### src/rtl/keypad_scanner.sv
// keypad_scanner
// Scans a 4x4 active-low matrix keypad one column at a time, debounces the
// full 16-key vector over consecutive identical scans, turns each clean
// single-key press into an ASCII character and hands it to a UART
// transmitter through a start/busy handshake. A one-entry pending register
// decouples key presses from the transmitter; presses arriving while it is
// occupied are dropped and flagged on key_overflow.
module keypad_scanner #(
  parameter int unsigned SCAN_DIV       = 50000,
  parameter int unsigned DEBOUNCE_SCANS = 20
) (
  input  logic       clk,
  input  logic       reset_n,
  input  logic [3:0] row_n,
  output logic [3:0] col_n,
  input  logic       TxD_busy,
  output logic       TxD_start,
  output logic [7:0] TxD_data,
  output logic       key_overflow
);

  localparam int unsigned DIV_W = $clog2(SCAN_DIV);
  localparam int unsigned CNT_W = $clog2(DEBOUNCE_SCANS + 1);

  localparam logic [DIV_W-1:0] DIV_LAST = DIV_W'(SCAN_DIV - 1);
  localparam logic [CNT_W-1:0] CNT_MAX  = CNT_W'(DEBOUNCE_SCANS);

  typedef enum logic [1:0] {
    S_IDLE,
    S_START,
    S_WAIT_HI,
    S_WAIT_LO
  } state_t;

  // Row synchronizer
  logic [3:0]       row_meta_q;
  logic [3:0]       row_sync_q;

  // Column scan
  logic [DIV_W-1:0] div_q, div_d;
  logic [1:0]       col_q, col_d;
  logic [15:0]      raw_q, raw_d;
  logic             slot_end;
  logic             scan_end;

  // Debounce and press detection
  logic [15:0]      prev_q, prev_d;
  logic [15:0]      deb_q, deb_d;
  logic [CNT_W-1:0] stable_q, stable_d;
  logic             press_ev;
  logic [3:0]       key_idx;
  logic [7:0]       key_char;

  // Pending buffer and transmit handshake
  state_t           state_q, state_d;
  logic             pend_valid_q, pend_valid_d;
  logic [7:0]       pend_data_q, pend_data_d;
  logic             start_q, start_d;
  logic [7:0]       data_q, data_d;
  logic [1:0]       tmo_q, tmo_d;
  logic             ovf_q, ovf_d;

  // Row-major key map: "123A" / "456B" / "789C" / "*0#D".
  function automatic logic [7:0] key_ascii(input logic [3:0] idx);
    logic [7:0] ch;
    case (idx)
      4'd0:    ch = 8'h31;
      4'd1:    ch = 8'h32;
      4'd2:    ch = 8'h33;
      4'd3:    ch = 8'h41;
      4'd4:    ch = 8'h34;
      4'd5:    ch = 8'h35;
      4'd6:    ch = 8'h36;
      4'd7:    ch = 8'h42;
      4'd8:    ch = 8'h37;
      4'd9:    ch = 8'h38;
      4'd10:   ch = 8'h39;
      4'd11:   ch = 8'h43;
      4'd12:   ch = 8'h2A;
      4'd13:   ch = 8'h30;
      4'd14:   ch = 8'h23;
      default: ch = 8'h44;
    endcase
    return ch;
  endfunction

  // Two-flop synchronizer for the asynchronous row inputs; idles at "no key".
  always_ff @(posedge clk or negedge reset_n) begin
    if (!reset_n) begin
      row_meta_q <= '1;
      row_sync_q <= '1;
    end else begin
      row_meta_q <= row_n;
      row_sync_q <= row_meta_q;
    end
  end

  // Column timing: sample the active column at the end of its slot, then rotate.
  always_comb begin
    slot_end = (div_q == DIV_LAST);
    scan_end = slot_end && (col_q == 2'd3);
    div_d    = slot_end ? '0 : div_q + DIV_W'(1);
    col_d    = slot_end ? col_q + 2'd1 : col_q;
    raw_d    = raw_q;
    if (slot_end) begin
      raw_d[{2'd0, col_q}] = ~row_sync_q[0];
      raw_d[{2'd1, col_q}] = ~row_sync_q[1];
      raw_d[{2'd2, col_q}] = ~row_sync_q[2];
      raw_d[{2'd3, col_q}] = ~row_sync_q[3];
    end
    col_n = ~(4'b0001 << col_q);
  end

  // Scan counter, active column and raw key vector.
  always_ff @(posedge clk or negedge reset_n) begin
    if (!reset_n) begin
      div_q <= '0;
      col_q <= '0;
      raw_q <= '0;
    end else begin
      div_q <= div_d;
      col_q <= col_d;
      raw_q <= raw_d;
    end
  end

  // Debounce on full-scan boundaries. The comparison uses the vector that
  // includes column 3's fresh sample, so a scan is judged in the cycle it ends.
  always_comb begin
    prev_d   = prev_q;
    deb_d    = deb_q;
    stable_d = stable_q;
    press_ev = 1'b0;
    if (scan_end) begin
      if (raw_d == prev_q) begin
        stable_d = (stable_q == CNT_MAX) ? stable_q : stable_q + CNT_W'(1);
      end else begin
        stable_d = '0;
      end
      prev_d = raw_d;
      if (stable_d == CNT_MAX) begin
        deb_d = raw_d;
        // Only an idle-to-single-key transition counts as a press.
        press_ev = (deb_q == '0) && $onehot(raw_d);
      end
    end
  end

  // Encode the pressed key index from the single set bit.
  always_comb begin
    key_idx = '0;
    for (int unsigned i = 0; i < 16; i++) begin
      if (raw_d[i]) begin
        key_idx = 4'(i);
      end
    end
    key_char = key_ascii(key_idx);
  end

  // Debounce state registers.
  always_ff @(posedge clk or negedge reset_n) begin
    if (!reset_n) begin
      prev_q   <= '0;
      deb_q    <= '0;
      stable_q <= '0;
    end else begin
      prev_q   <= prev_d;
      deb_q    <= deb_d;
      stable_q <= stable_d;
    end
  end

  // Transmit handshake FSM with the pending register. The unload in IDLE is
  // applied before the press load, so a same-cycle press refills the slot.
  always_comb begin
    state_d      = state_q;
    pend_valid_d = pend_valid_q;
    pend_data_d  = pend_data_q;
    start_d      = 1'b0;
    data_d       = data_q;
    tmo_d        = tmo_q;
    ovf_d        = 1'b0;

    case (state_q)
      S_IDLE: begin
        if (pend_valid_q && !TxD_busy) begin
          data_d       = pend_data_q;
          start_d      = 1'b1;
          pend_valid_d = 1'b0;
          state_d      = S_START;
        end
      end
      S_START: begin
        tmo_d   = '0;
        state_d = S_WAIT_HI;
      end
      S_WAIT_HI: begin
        // A transmitter that never raises busy is treated as already done.
        if (TxD_busy) begin
          state_d = S_WAIT_LO;
        end else if (tmo_q == 2'd3) begin
          state_d = S_IDLE;
        end else begin
          tmo_d = tmo_q + 2'd1;
        end
      end
      S_WAIT_LO: begin
        if (!TxD_busy) begin
          state_d = S_IDLE;
        end
      end
      default: begin
        state_d = S_IDLE;
      end
    endcase

    if (press_ev) begin
      if (!pend_valid_d) begin
        pend_valid_d = 1'b1;
        pend_data_d  = key_char;
      end else begin
        ovf_d = 1'b1;
      end
    end
  end

  // Transmit FSM, pending register and registered outputs.
  always_ff @(posedge clk or negedge reset_n) begin
    if (!reset_n) begin
      state_q      <= S_IDLE;
      pend_valid_q <= 1'b0;
      pend_data_q  <= '0;
      start_q      <= 1'b0;
      data_q       <= '0;
      tmo_q        <= '0;
      ovf_q        <= 1'b0;
    end else begin
      state_q      <= state_d;
      pend_valid_q <= pend_valid_d;
      pend_data_q  <= pend_data_d;
      start_q      <= start_d;
      data_q       <= data_d;
      tmo_q        <= tmo_d;
      ovf_q        <= ovf_d;
    end
  end

  assign TxD_start    = start_q;
  assign TxD_data     = data_q;
  assign key_overflow = ovf_q;

endmodule

### config.mk
export PLATFORM = sky130hd
export DESIGN_NAME = keypad_scanner
export DESIGN_NICKNAME = d
export VERILOG_FILES = /design/src/rtl/keypad_scanner.sv
export SDC_FILE = /design/constraint.sdc
export NUM_CORES = 1
export LEC_CHECK = 0
export ABC_AREA = 1
export CAP_MARGIN = 20
export CELL_PAD_IN_SITES_DETAIL_PLACEMENT = 2
export CELL_PAD_IN_SITES_GLOBAL_PLACEMENT = 2
export CORE_MARGIN = 2
export CORE_UTILIZATION = 38
export CTS_CLUSTER_SIZE = 8
export DETAILED_ROUTE_END_ITERATION = 7
export MAX_ROUTING_LAYER = met4
export PLACE_DENSITY = 0.9
export SETUP_SLACK_MARGIN = 0.5
export SLEW_MARGIN = 20
export SYNTH_ARGS = -nofsm -noshare
export SYNTH_HDL_FRONTEND = slang
export SYNTH_SLANG_ARGS = --single-unit
### constraint.sdc
create_clock -name clk -period 7 [get_ports clk]
set_input_delay 1.05 -clock clk [delete_from_list [all_inputs] [get_ports clk]]
set_output_delay 1.05 -clock clk [all_outputs]
set_load 0.1 [all_outputs]
==> impl_metrics.py <==
metrics = {
    "global_routing": {
        "grt_start_max_net_pins": 65,
        "gr-total-overflow": 0,
        "first_global_vias": 5475,
        "grt_usage_pct": 24.24,
        "antenna_found_initial": 0,
        "grt_pass1_wl_um": 29030,
    },
    "setup_path": {
        "cpLargestDelayFamily": "adder cells",
        "path_class": "flip-flop to flip-flop",
        "crit_cells": 23,
        "critPathMaxStageDelay_ps": 570,
        "rrSetupSlack_ps": 980,
        "crit_path_end": "pend_data_q[4]",
        "r2r_start": "div_q[0]",
        "path_buf_inv": 3,
        "r2r-end": "pend_data_q[4]",
        "slowest_stage": "fa_1",
        "crit_arrival_ps": 6320,
        "cp-end-kind": "flip-flop",
        "timing.critical_path.mode_cell": "fa_1",
        "cp-start-kind": "flip-flop",
        "cp.required_ps": 7300,
        "worstSetupStartpoint": "div_q[0]",
        "crit_chain": "ha_1 -> nand3_2 -> nor2_1 -> nand2_2 -> nand2_1 -> nand2_2 -> inv_1 -> fa_1 -> fa_1 -> fa_1 -> inv_1 -> fa_1 -> ha_1 -> fa_1 -> nor2_1 -> nand2_1 -> inv_1 -> nand4_1 -> nor4_1 -> nand4_4 -> nor2_2 -> nand2_1 -> nand2_1",
        "rr_worst_depth": 23,
        "cp_max_fo": 9,
    },
    "placed_design": {
        "port_buffers": 19,
        "gp_congestion": 0.8422,
        "post-place-ws_ps": 980.3,
        "hpwlAfterDp_um": 12680,
        "placed_cell_area_sq_um": 5967,
    },
    "yosys": {
        "ys_types": 44,
        "async_flop_share_pct": 100.0,
        "ys_seq_area_share_pct": 44.67,
        "synth.top_cell.area_share_pct": 40.93,
        "synth_common_cells": "nand2_1, inv_1, dfrtp_1",
        "yosysTopAreaCell": "dfrtp_1",
        "ys_ff_latch": 100,
        "ys.warnings.count": 0,
        "synth.most_common_cell": "nand2_1",
        "synth_area_sq_um": 5624,
        "synth_area_leaders": "dfrtp_1, nand2_1, inv_1",
        "syn_inst": 678,
        "synthFlopType": "dfrtp_1",
        "synth.avg_cell_area_sq_um": 8.295,
        "synth-edff-count": 0,
        "synth_nets": 714,
    },
    "cells_and_area": {
        "fillers": 1605,
        "antenna_cells": 0,
        "post-route-util_pct": 43.35,
        "synthToLayoutAreaGrowth_pct": 11.61,
        "fin_nets": 735,
        "layout-drive-gt1-share_pct": 14.77,
        "design_area_sq_um": 6277,
    },
    "timing": {
        "relSlewSlack_pct": 35.06,
        "setup_viol": 0,
        "setup_ws_ps": 976.4,
        "finalCriticalPeriod_ps": 6024,
        "finClkSkew_ps": 13.99,
        "period_share_pct": 86.05,
        "finalMaxSlewViolations": 0,
        "max_freq_mhz": 166.0,
        "fin_tns_setup_ps": 0,
        "tightest_slew_ps": 971.1,
        "final_hold_viol_count": 0,
        "grt_setup_unrepaired": "false",
    },
    "die": {
        "die_h_um": 125.7,
        "core-area_sq_um": 14480,
        "io_pins": 21,
        "fp.dieArea_sq_um": 15790,
        "initial_core_util_pct": 38.84,
        "die-width_um": 125.7,
        "rows": 44,
    },
    "clock_network": {
        "cts_resized": 0,
        "clk_latency_ps": 370,
        "holdBufCountCts": 0,
        "cts_sinks": 100,
        "cts_tree": "done",
        "clock_tree.buffer_depth": 2,
        "cts_max_level": 3,
        "postCtsSetupRepairBufs": 0,
        "cts_made_buffers": 9,
        "clk_pin_slew_worst_paths_ps": 70,
        "clockRootBuffer": "clkbuf_16",
    },
    "detailed_routing": {
        "drt_iter0_markers": 259,
        "drc": 0,
        "wl_per_cell_um": 19.61,
        "first_pass_iters": 4,
        "wirelength_um": 17420,
        "viasPerCell": 5.194,
        "vias": 4612,
        "postRouteAntennaNets": 0,
    },
    "power": {
        "powerDensity_nw_per_um2": 212.1,
        "max-vdd-ir-drop_uv": 134.1,
        "p_leak_nw": 3.107,
    },
    "flow_run": {
        "cap_violations": 0,
    },
    "outcome": {
        "status": "finished clean",
    },
    "min_path": {
        "holdCritPathClass": "flip-flop to flip-flop",
    },
}
==> worst min-delay path by stage <==
stage             startpoint            end  slack (ps)  cells after the start
6_report       row_meta_q[1]  row_sync_q[1]         360                      0
5_1_grt        row_meta_q[1]  row_sync_q[1]         360                      0
4_1_cts        row_meta_q[1]  row_sync_q[1]         360                      0
3_5_place_dp   row_meta_q[1]  row_sync_q[1]         350                      0
3_3_place_gp   row_meta_q[1]  row_sync_q[1]         350                      0
2_1_floorplan  row_meta_q[0]  row_sync_q[0]         350                      0
==> metal layers <==
| layer | routed length, um | share of wire [%] | up-vias | GRT usage [%] |
|---|---|---|---|---|
| met1 | 7333 | 42 | 2386 | 28.03 |
| met3 | 373 | 2.1 | 24 | 3.696 |
| li1 | - | - | 2150 | - |
| met4 | 354 | 2.0 | 0 | 8.497 |
| met2 | 9353 | 54 | 52 | 42.89 |
| met5 | 0 | 0 | - | - |
==> worst register-to-register path, delay by kind of cell (launching register included) <==
family / cells / cell delay, ps
fa+ha+maj: 7 / 2970
buf+inv: 3 / 280
flops: 1 / 380
simple gates: 13 / 2320
==> power breakdown <==
part | switching (mW) | internal [mW] | total, mW
registers | 0.0151 | 0.602 | 0.617
logic | 0.126 | 0.0404 | 0.166
clock network | 0.235 | 0.313 | 0.548
==> cell families (layout without fill, tap and decap cells) <==
kind of cell / after synthesis / count (layout) / synth area share [%]
adders and majority gates: 29 / 29 / 7.786
other: 1 / 1 / 0.06668
AOI/OAI and AO/OA: 96 / 96 / 10.19
xor gates and xnor gates: 14 / 14 / 2.180
buffers and inverters: 119 / 145 / 8.787
and+or+nand+nor: 319 / 319 / 26.32
DFF: 100 / 100 / 44.67
==> registers in the layout, indices dropped and copies added (netlist names), 2 cells and up <==
register and cells:
TxD_data 7, deb_q 16, tmo_q 2, stable_q 5
state_q 2, row_meta_q 4, row_sync_q 4, div_q 16
pend_data_q 7, prev_q 16, raw_q 16, col_q 2
==> metrics by stage <==
| step | total power, mW | hold WS (ps) | instances |
|---|---|---|---|
| 3_5_place_dp | 0.7960 | 347.3 | 872 |
| 4_1_cts | 1.347 | 357.6 | 888 |
| 5_1_grt | 1.383 | 360.2 | 888 |
| 3_3_place_gp | 0.7827 | 346.5 | 872 |
| 2_1_floorplan | 0.7400 | 345.2 | 678 |
| 6_report | 1.331 | 355.7 | 888 |
==> layout make-up <==
class | count | area [sq um] | share of cell area [%]
Clock inverter | 5 | 77.57 | 1.236
Clock buffer | 11 | 232.7 | 3.707
Tap cell | 184 | 230.2 | 3.668
Timing Repair Buffer | 20 | 195.2 | 3.109
Multi-Input combinational cell | 459 | 2618 | 41.70
Sequential cell | 100 | 2512 | 40.02
Inverter | 109 | 411.6 | 6.558
==> cells in the final DEF (no fill, tap or decap), drive strengths merged, types with 2 or more instances in the layout <==
cell type	netlist	layout
inv	105	105
clkdlybuf4s50	0	18
a211oi	2	2
nor2	69	69
fa	10	10
o211ai	2	2
bufinv	0	2
o21ai	67	67
nand2	208	208
dfstp	8	8
a21oi	17	17
xor2	10	10
and2	2	2
nand4	8	8
nor4	7	7
clkbuf	4	11
nor3	6	6
nand3	18	18
buf	6	2
xnor2	4	4
clkinv	4	6
ha	19	19
dfrtp	92	92
(Power assumes the default switching activity.)
